==> src/rtl/cpu_types_pkg.sv <==
// Shared types for the multi-cycle core front end: fetch FSM states, PCSel codes
// and the branch-offset helper used when forming the next PC.
package cpu_types_pkg;

    typedef enum logic [1:0] {
        IFETCH = 2'b00,
        EXEC   = 2'b01,
        DMEM   = 2'b10,
        HALTED = 2'b11
    } fetch_state_t;

    localparam logic [1:0] PCSEL_J   = 2'b00;
    localparam logic [1:0] PCSEL_BR  = 2'b01;
    localparam logic [1:0] PCSEL_JR  = 2'b10;
    localparam logic [1:0] PCSEL_NPC = 2'b11;

    // Branch immediates are always sign-extended here, independent of the
    // extension mode control_unit picks for the ALU operand.
    function automatic logic [31:0] br_offset(input logic [15:0] imm);
        return {{14{imm[15]}}, imm, 2'b00};
    endfunction

endpackage

==> src/rtl/pc_next_logic.sv <==
// Combinational next-PC selection (jump / branch / JR / pc+4), modulo 2^32.
// Zero latency, no handshake; result only matters on the commit cycle.
module pc_next_logic
    import cpu_types_pkg::*;
(
    input  logic [31:0] pc,
    input  logic [31:0] instr,
    input  logic [1:0]  PCSel,
    input  logic        branchSel,
    input  logic        zero,
    input  logic [31:0] rdat1,
    output logic [31:0] next_pc
);

    logic [31:0] w_npc;
    logic        w_taken;
    logic        w_unused;

    assign w_npc    = pc + 32'd4;
    assign w_taken  = branchSel ? ~zero : zero;
    assign w_unused = ^{instr[31:26], rdat1[1:0]};

    always_comb begin
        next_pc = w_npc;
        case (PCSel)
            PCSEL_J:   next_pc = {w_npc[31:28], instr[25:0], 2'b00};
            PCSEL_BR:  next_pc = w_taken ? (w_npc + br_offset(instr[15:0])) : w_npc;
            PCSEL_JR:  next_pc = {rdat1[31:2], 2'b00};
            default:   next_pc = w_npc;
        endcase
    end

endmodule

==> src/rtl/fetch_request_unit.sv <==
// Multi-cycle fetch/exec/dmem sequencer owning PC, latched instruction and halt.
// Latency: ihit cycle + 1 EXEC (+ DMEM cycles through dhit); waits indefinitely on ihit/dhit.
module fetch_request_unit
    import cpu_types_pkg::*;
#(
    parameter logic [31:0] PC_INIT = 32'h0000_0000
) (
    input  logic        CLK,
    input  logic        nRST,
    input  logic        ihit,
    input  logic [31:0] imemload,
    input  logic        dhit,
    input  logic [1:0]  PCSel,
    input  logic        branchSel,
    input  logic        zero,
    input  logic        cu_dREN,
    input  logic        cu_dWEN,
    input  logic        cu_halt,
    input  logic [31:0] rdat1,
    output logic        iREN,
    output logic [31:0] imemaddr,
    output logic [31:0] instr,
    output logic        dmemREN,
    output logic        dmemWEN,
    output logic        commit,
    output logic [31:0] pc,
    output logic [31:0] npc,
    output logic        halt
);

    fetch_state_t r_state;
    fetch_state_t w_state_nxt;
    logic [31:0]  r_pc;
    logic [31:0]  r_instr;
    logic         r_halt;
    logic [31:0]  w_next_pc;

    pc_next_logic u_pc_next (
        .pc        (r_pc),
        .instr     (r_instr),
        .PCSel     (PCSel),
        .branchSel (branchSel),
        .zero      (zero),
        .rdat1     (rdat1),
        .next_pc   (w_next_pc)
    );

    always_ff @(posedge CLK) begin
        if (!nRST) begin
            r_state <= IFETCH;
            r_pc    <= PC_INIT;
            r_instr <= '0;
            r_halt  <= 1'b0;
        end else begin
            r_state <= w_state_nxt;
            if (commit) begin
                r_pc <= w_next_pc;
            end
            if (r_state == IFETCH && ihit) begin
                r_instr <= imemload;
            end
            if (w_state_nxt == HALTED) begin
                r_halt <= 1'b1;
            end
        end
    end

    always_comb begin
        w_state_nxt = r_state;
        iREN        = 1'b0;
        dmemREN     = 1'b0;
        dmemWEN     = 1'b0;
        commit      = 1'b0;
        case (r_state)
            IFETCH: begin
                iREN = 1'b1;
                if (ihit) begin
                    w_state_nxt = EXEC;
                end
            end
            EXEC: begin
                if (cu_halt) begin
                    w_state_nxt = HALTED;
                end else if (cu_dREN || cu_dWEN) begin
                    w_state_nxt = DMEM;
                end else begin
                    commit      = 1'b1;
                    w_state_nxt = IFETCH;
                end
            end
            DMEM: begin
                // A store wins if decode flags both directions.
                dmemWEN = cu_dWEN;
                dmemREN = cu_dREN & ~cu_dWEN;
                if (dhit) begin
                    commit      = 1'b1;
                    w_state_nxt = IFETCH;
                end
            end
            default: begin
                w_state_nxt = HALTED;
            end
        endcase
    end

    assign pc       = r_pc;
    assign imemaddr = r_pc;
    assign npc      = r_pc + 32'd4;
    assign instr    = r_instr;
    assign halt     = r_halt;

endmodule

==> config.mk <==
export PLATFORM = sky130hd
export DESIGN_NAME = fetch_request_unit
export DESIGN_NICKNAME = d
export VERILOG_FILES = /design/src/rtl/cpu_types_pkg.sv /design/src/rtl/pc_next_logic.sv /design/src/rtl/fetch_request_unit.sv
export SDC_FILE = /design/constraint.sdc
export NUM_CORES = 1
export LEC_CHECK = 0
export BUFFER_PORTS_ARGS = -buffer_cell sky130_fd_sc_hd__buf_4
export CAP_MARGIN = 10
export CELL_PAD_IN_SITES_DETAIL_PLACEMENT = 1
export CELL_PAD_IN_SITES_GLOBAL_PLACEMENT = 1
export CORE_UTILIZATION = 36
export CTS_CLUSTER_DIAMETER = 80
export CTS_CLUSTER_SIZE = 10
export DETAILED_ROUTE_END_ITERATION = 10
export GPL_ROUTABILITY_DRIVEN = 0
export PLACE_DENSITY = 0.82
export SYNTH_ARGS = -nofsm -noshare
export SYNTH_HDL_FRONTEND = slang
export SYNTH_SLANG_ARGS = --single-unit
==> constraint.sdc <==
create_clock -name CLK -period 4.3 [get_ports CLK]
set_input_delay 0.86 -clock CLK [delete_from_list [all_inputs] [get_ports CLK]]
set_output_delay 0.86 -clock CLK [all_outputs]
set_load 0.05 [all_outputs]
---- Yosys cells after proc, flatten, opt, wreduce, memory -nomap -nowiden ----
Index checks and enable logic that the tools add are counted.
cells by class
  bitwise gates (word level) .............. 3
  $add $sub $neg .......................... 2
  equal/unequal tests ..................... 5
  muxes and demuxes ....................... 15
  reductions and logical operators ........ 4
operator list
  kind                                                                   number
  32-bit case mux with 3 select lines                                    1
  32-bit by 3-bit adder with 32-bit output, second input constant        1
  32-bit adder                                                           1
  32-bit two-way mux                                                     1
  2-bit two-way mux                                                      4
  1-bit two-way mux                                                      7
  2-bit equality test, second input constant                             3
  2-bit case mux with 3 select lines                                     1
  2-bit by 1-bit equality test with 1-bit output, second input constant  2
  2-bit logical NOT                                                      2
  1-bit inverter                                                         2
  1-bit case mux with 2 select lines                                     1
  1-bit bitwise AND                                                      1
  1-bit logical AND                                                      1
  1-bit logical OR                                                       1
word-level totals
  logic and storage cells ................. 33
  output and inout port bits .............. 133
  input port bits ......................... 75
  bits in registers ....................... 67

---- Longest topological paths before layout ----
  depth after elaboration ................. 5
  mapped depth ............................ 17
  gate-level depth less buffers ........... 15

---- Modules after synthesis ----
From an unflattened synthesis, not the netlist that was laid out.
unflattened totals
  cells, all modules ...................... 873
  area, all modules ....................... 6328.6 µm²
modules (own cells, without submodules)
  module              times used  area an instance (µm²)  sequential area each (µm²)  cells each
  fetch_request_unit  1           3293.2                  1341.3                      425
  pc_next_logic       1           3035.4                  0.0                         448

---- Least setup slack after synthesis ----
No wires, ideal clock.
  kind .................................... reg2reg
  start ................................... reg r_pc[10], in the netlist imemaddr[10]
  end ..................................... reg r_pc[30], in the netlist imemaddr[30]
  buffers on the path ..................... 2
  library setup time ...................... 0.163 ns
  period minus slack after synthesis ...... 4.800 ns
  slack ................................... -0.500 ns
  data required time ...................... 4.137 ns
  cell stages (with the launch flop) ...... 17
  arrival time ............................ 4.637 ns
  path through ............................ dfxtp_1 buf_2 nand4_1 nor4_1 and2_1 nand4_1 xnor2_1 ha_1 clkbuf_1 a21o_1 a221oi_1 o21ai_0 a21o_1 a21o_1 or3_1 a21oi_1 o32ai_1
on the way
  word-level cells in the longest chain between the ends .. 4
ends and longest elaborated chain
  element                                   line                      source
  start, declared                           fetch_request_unit.sv:33  logic [31:0] r_pc;
  start signal, assigned                    fetch_request_unit.sv:57  r_pc <= w_next_pc;
  32-bit by 3-bit adder with 32-bit output  -
  net npc[23]                               fetch_request_unit.sv:27  output logic [31:0] npc,
  32-bit adder                              pc_next_logic.sv:27       PCSEL_BR: next_pc = w_taken ? (w_npc + br_offset(instr[15:0])) : w_npc;
  32-bit two-way mux                        pc_next_logic.sv:27
  32-bit case mux with 3 select lines       pc_next_logic.sv:25       case (PCSel)
The timed path passes the listed nets, and every way through them passes these cells.
A chain may end at the register's enable or synchronous reset.

---- Worst setup path in the final report ----
  start ................................... reg r_pc[13], in the netlist imemaddr[13]
  end ..................................... reg r_pc[30], in the netlist imemaddr[30]
on the way
  word-level cells in the longest chain between the ends .. 4
ends and longest elaborated chain
  element                                       line                 source
  32-bit by 3-bit adder with 32-bit output (*)  pc_next_logic.sv:19  assign w_npc = pc + 32'd4;
  32-bit adder                                  pc_next_logic.sv:27
  32-bit two-way mux                            pc_next_logic.sv:27
  32-bit case mux with 3 select lines (*)       pc_next_logic.sv:25
Mark *: on every way between the ends. The rest lies on a longest branch, timed or not.

==> key figures <==
Layout
  – Sequential cell area: 1300 um^2
  – Ant. Diodes: 0
  – Final instance area: 8060 um^2
  – Layout cells sized above 1: 30.0%
  – Util after Layout: 50.2%
  – Multi-input logic area: 4280 um^2
  – Fill cell count: 2037
  – Layout net count: 1113
  – Syn-to-layout area delta: 34.2%

Global routing
  – Initial antenna violation count: 0
  – Vias in the first global route: 7192
  – Remaining Overflow, GRT: 0
  – Largest net degree at the start of global routing: 53
  – GR Util All Layers: 28.7%
  – First-pass GRT wire length: 39.1 mm

Detailed routing
  – Drt pass-1 iters: 5
  – Post-route ant nets: 0
  – Wirelength, routed: 24.7 mm
  – Via count: 6980
  – Via density: 5.72
  – Post-route DRC: 0
  – DRT iter0 DRCs: 490
  – Routed length per placed instance: 20.3 um

Timing
  – Max-slew violation count: 0
  – RSZ-0062 raised after global routing: false
  – Slew headroom: 43.1%
  – Clock skew: 0.00709 ns
  – Tcrit/Tclk final: 94.3%
  – Worst Max-Slew Pin Slew: 0.850 ns
  – Min cycle time layout: 4.05 ns
  – Final-report hold violation count: 0
  – Final worst slack: 0.246 ns
  – Final Setup Violations: 0
  – F_max: 247 MHz
  – Fin Hold WS: 0.455 ns

Worst setup path
  – R2R setup slack: 0.25 ns
  – CP Launch Type: register
  – CP endpoint kind: register
  – WS Path Type: reg -> reg
  – Critical path arrival: 4.28 ns
  – WP data required: 4.52 ns
  – Largest fanout on the critical path: 5

Power
  – VDD IR max: 184 uV
  – Leakage: 0.00377 uW
  – Cell area power density: 302 nW/um^2

Floorplanning
  – Starting density of the core: 37.4%
  – I/O pin total: 208
  – Die W: 131 um
  – Rows: 46
  – Die Span Y: 131 um
  – DIE AREA: 17200 um^2
  – Area of the core: 16100 um^2

Logic synthesis
  – Top FF cell, synth: dfxtp_1
  – Post-synth EDFFs: 0
  – Post-synthesis instance area: 6010 um^2
  – Yosys Warn Count: 0
  – Post-synthesis sequential area ratio: 21.7%
  – Dominant cell type by area after synthesis: dfxtp_1
  – Post-synth top area share: 21.7%
  – Post-Syn Area per Cell: 7.30 um^2
  – Seq cells post-synth: 65
  – Library cells used by synthesis: 79
  – Top cells by area, synth: dfxtp_1, a21oi_1, ha_1
  – Async set-or-reset flop fraction in the synthesized netlist: 0%
  – Cells after synthesis: 823

Run
  – # Max-Cap Violations: 0

Clock tree
  – # hold bufs at CTS: 0
  – Num CTS Buffers: 9
  – Worst-Skew Late Latency: 0.35 ns
  – Setup Buffers After CTS: 0
  – Worst-path clk slew: 0.06 ns
  – Longest Clk Path Bufs: 2
  – Root buf cell: clkbuf_16
  – CTS tree: yes
  – Resized Gates After CTS: 0
  – H-tree levels: 3
  – Clock Sinks: 65

Place
  – Dpl ws: 0.301 ns
  – PortBufs: 199
  – Detailed Place HPWL: 18.5 mm
  – Area after DPL: 7740 um^2

Status
  – Status: finished, final reports clean

Min path
  – Hold/Removal Path Class: reg -> reg
==> per-stage QoR <==
step	total power [uW]	instances	TNS, ns
after floorplan	1360	828	-0.0180
after global placement	1640	1204	0
after detailed placement	1660	1204	0
after CTS	2440	1220	0
after global routing	2540	1220	0
final	2430	1220	0
==> power breakdown <==
part	total, uW	internal, uW	switching (uW)	leakage, uW
registers	707	651	55.9	0.000529
logic	951	313	638	0.00311
clock network	776	454	322	0.000139
total	2430	1420	1020	0.00377
==> critical path, stage by stage, from the launching register on <==
cell,delay (ns)
dfxtp_1,0.42
nand4_1,0.25
nor4_1,0.40
buf_4,0.19
and2_1,0.20
nand4_1,0.33
xnor2_4,0.28
ha_1,0.28
a21o_1,0.18
a221oi_1,0.28
o21ai_0,0.13
a21o_1,0.19
a21o_1,0.18
or3_1,0.34
a21oi_1,0.16
o32ai_1,0.09
==> metal layers <==
metal | share of wire (%) | wire (um) | global-route usage (%) | vias up
met5 | 0 | 0 | 0 | -
li1 | - | - | - | 3273
met1 | 43 | 10600 | 35.1 | 3397
met3 | 6.6 | 1640 | 6.29 | 48
met4 | 2.7 | 656 | 12.0 | 0
met2 | 48 | 11800 | 48.3 | 262
==> cell type report <==
cell class / count / share of cell area (%)
repair buffers: 242 / 22.5
multi-input cells: 659 / 53.2
inverters: 22 / 1.02
well taps: 216 / 3.35
clock buffers: 9 / 2.80
flip-flops and latches: 65 / 16.1
clock inverters: 7 / 0.978
==> path summary, 6_finish.rpt <==
check	from	cells after the start	to
worst max-delay path	imemaddr[13]$_SDFFE_PN0P_	15	imemaddr[30]$_SDFFE_PN0P_
worst min-delay path	instr[29]$_SDFFE_PN0P_	2	instr[29]$_SDFFE_PN0P_
worst min register to register	instr[29]$_SDFFE_PN0P_	2	instr[29]$_SDFFE_PN0P_
worst max register to register	imemaddr[13]$_SDFFE_PN0P_	15	imemaddr[30]$_SDFFE_PN0P_
==> cells in the mapped netlist, types with 10 or more instances <==
cell type,n
a21o_1,15
a21oi_1,95
a31oi_1,13
buf_4,38
clkbuf_1,28
dfxtp_1,65
ha_1,38
inv_1,21
nand2_1,124
nand3_1,27
nand4_1,15
nor2_1,71
o211ai_1,10
o21ai_0,37
xnor2_1,32
xor2_1,16
==> sequential cells by signal (all words and copies together) (netlist names) <==
name,cells
imemaddr,30
halt,1
r_state,2
instr,32
==> placed cells by master, fill, tap and decap left out, types with 4 or more instances in the layout <==
cell type    n
nor2_1      71
a211oi_1     7
nand4_1     15
a21oi_1     94
o22ai_1      6
nor3_1       9
a21o_1      15
xnor2_2      9
dfxtp_1     65
nor3b_1      4
inv_1       21
xnor2_1     21
xor2_1      14
clkbuf_16    9
nor2b_1      7
o221a_2      4
nand2_1    124
a31oi_1     13
conb_1       6
buf_4      242
ha_1        38
and3_1       9
or3_1        9
nand3_1     27
o21ai_0     37
o221ai_1     9
o32ai_1      5
mux2i_1      8
a22oi_1      4
o211ai_1    10
and2_1       9
o21a_1       4
a221oi_1     6
==> cell families (layout without fill, tap and decap cells) <==
logic type,Yosys count,in the layout,share of synthesized area [%]
muxes,13,13,2.83
xor gates and xnor gates,49,49,7.27
and+or+nand+nor,305,305,23.6
buffers and inverters,104,280,9.71
AOI/OAI and AO/OA,247,247,26.6
DFF,65,65,21.7
adders and majority gates,39,39,8.25
other,1,6,0.0624
Power figures use the tool's default switching activity.
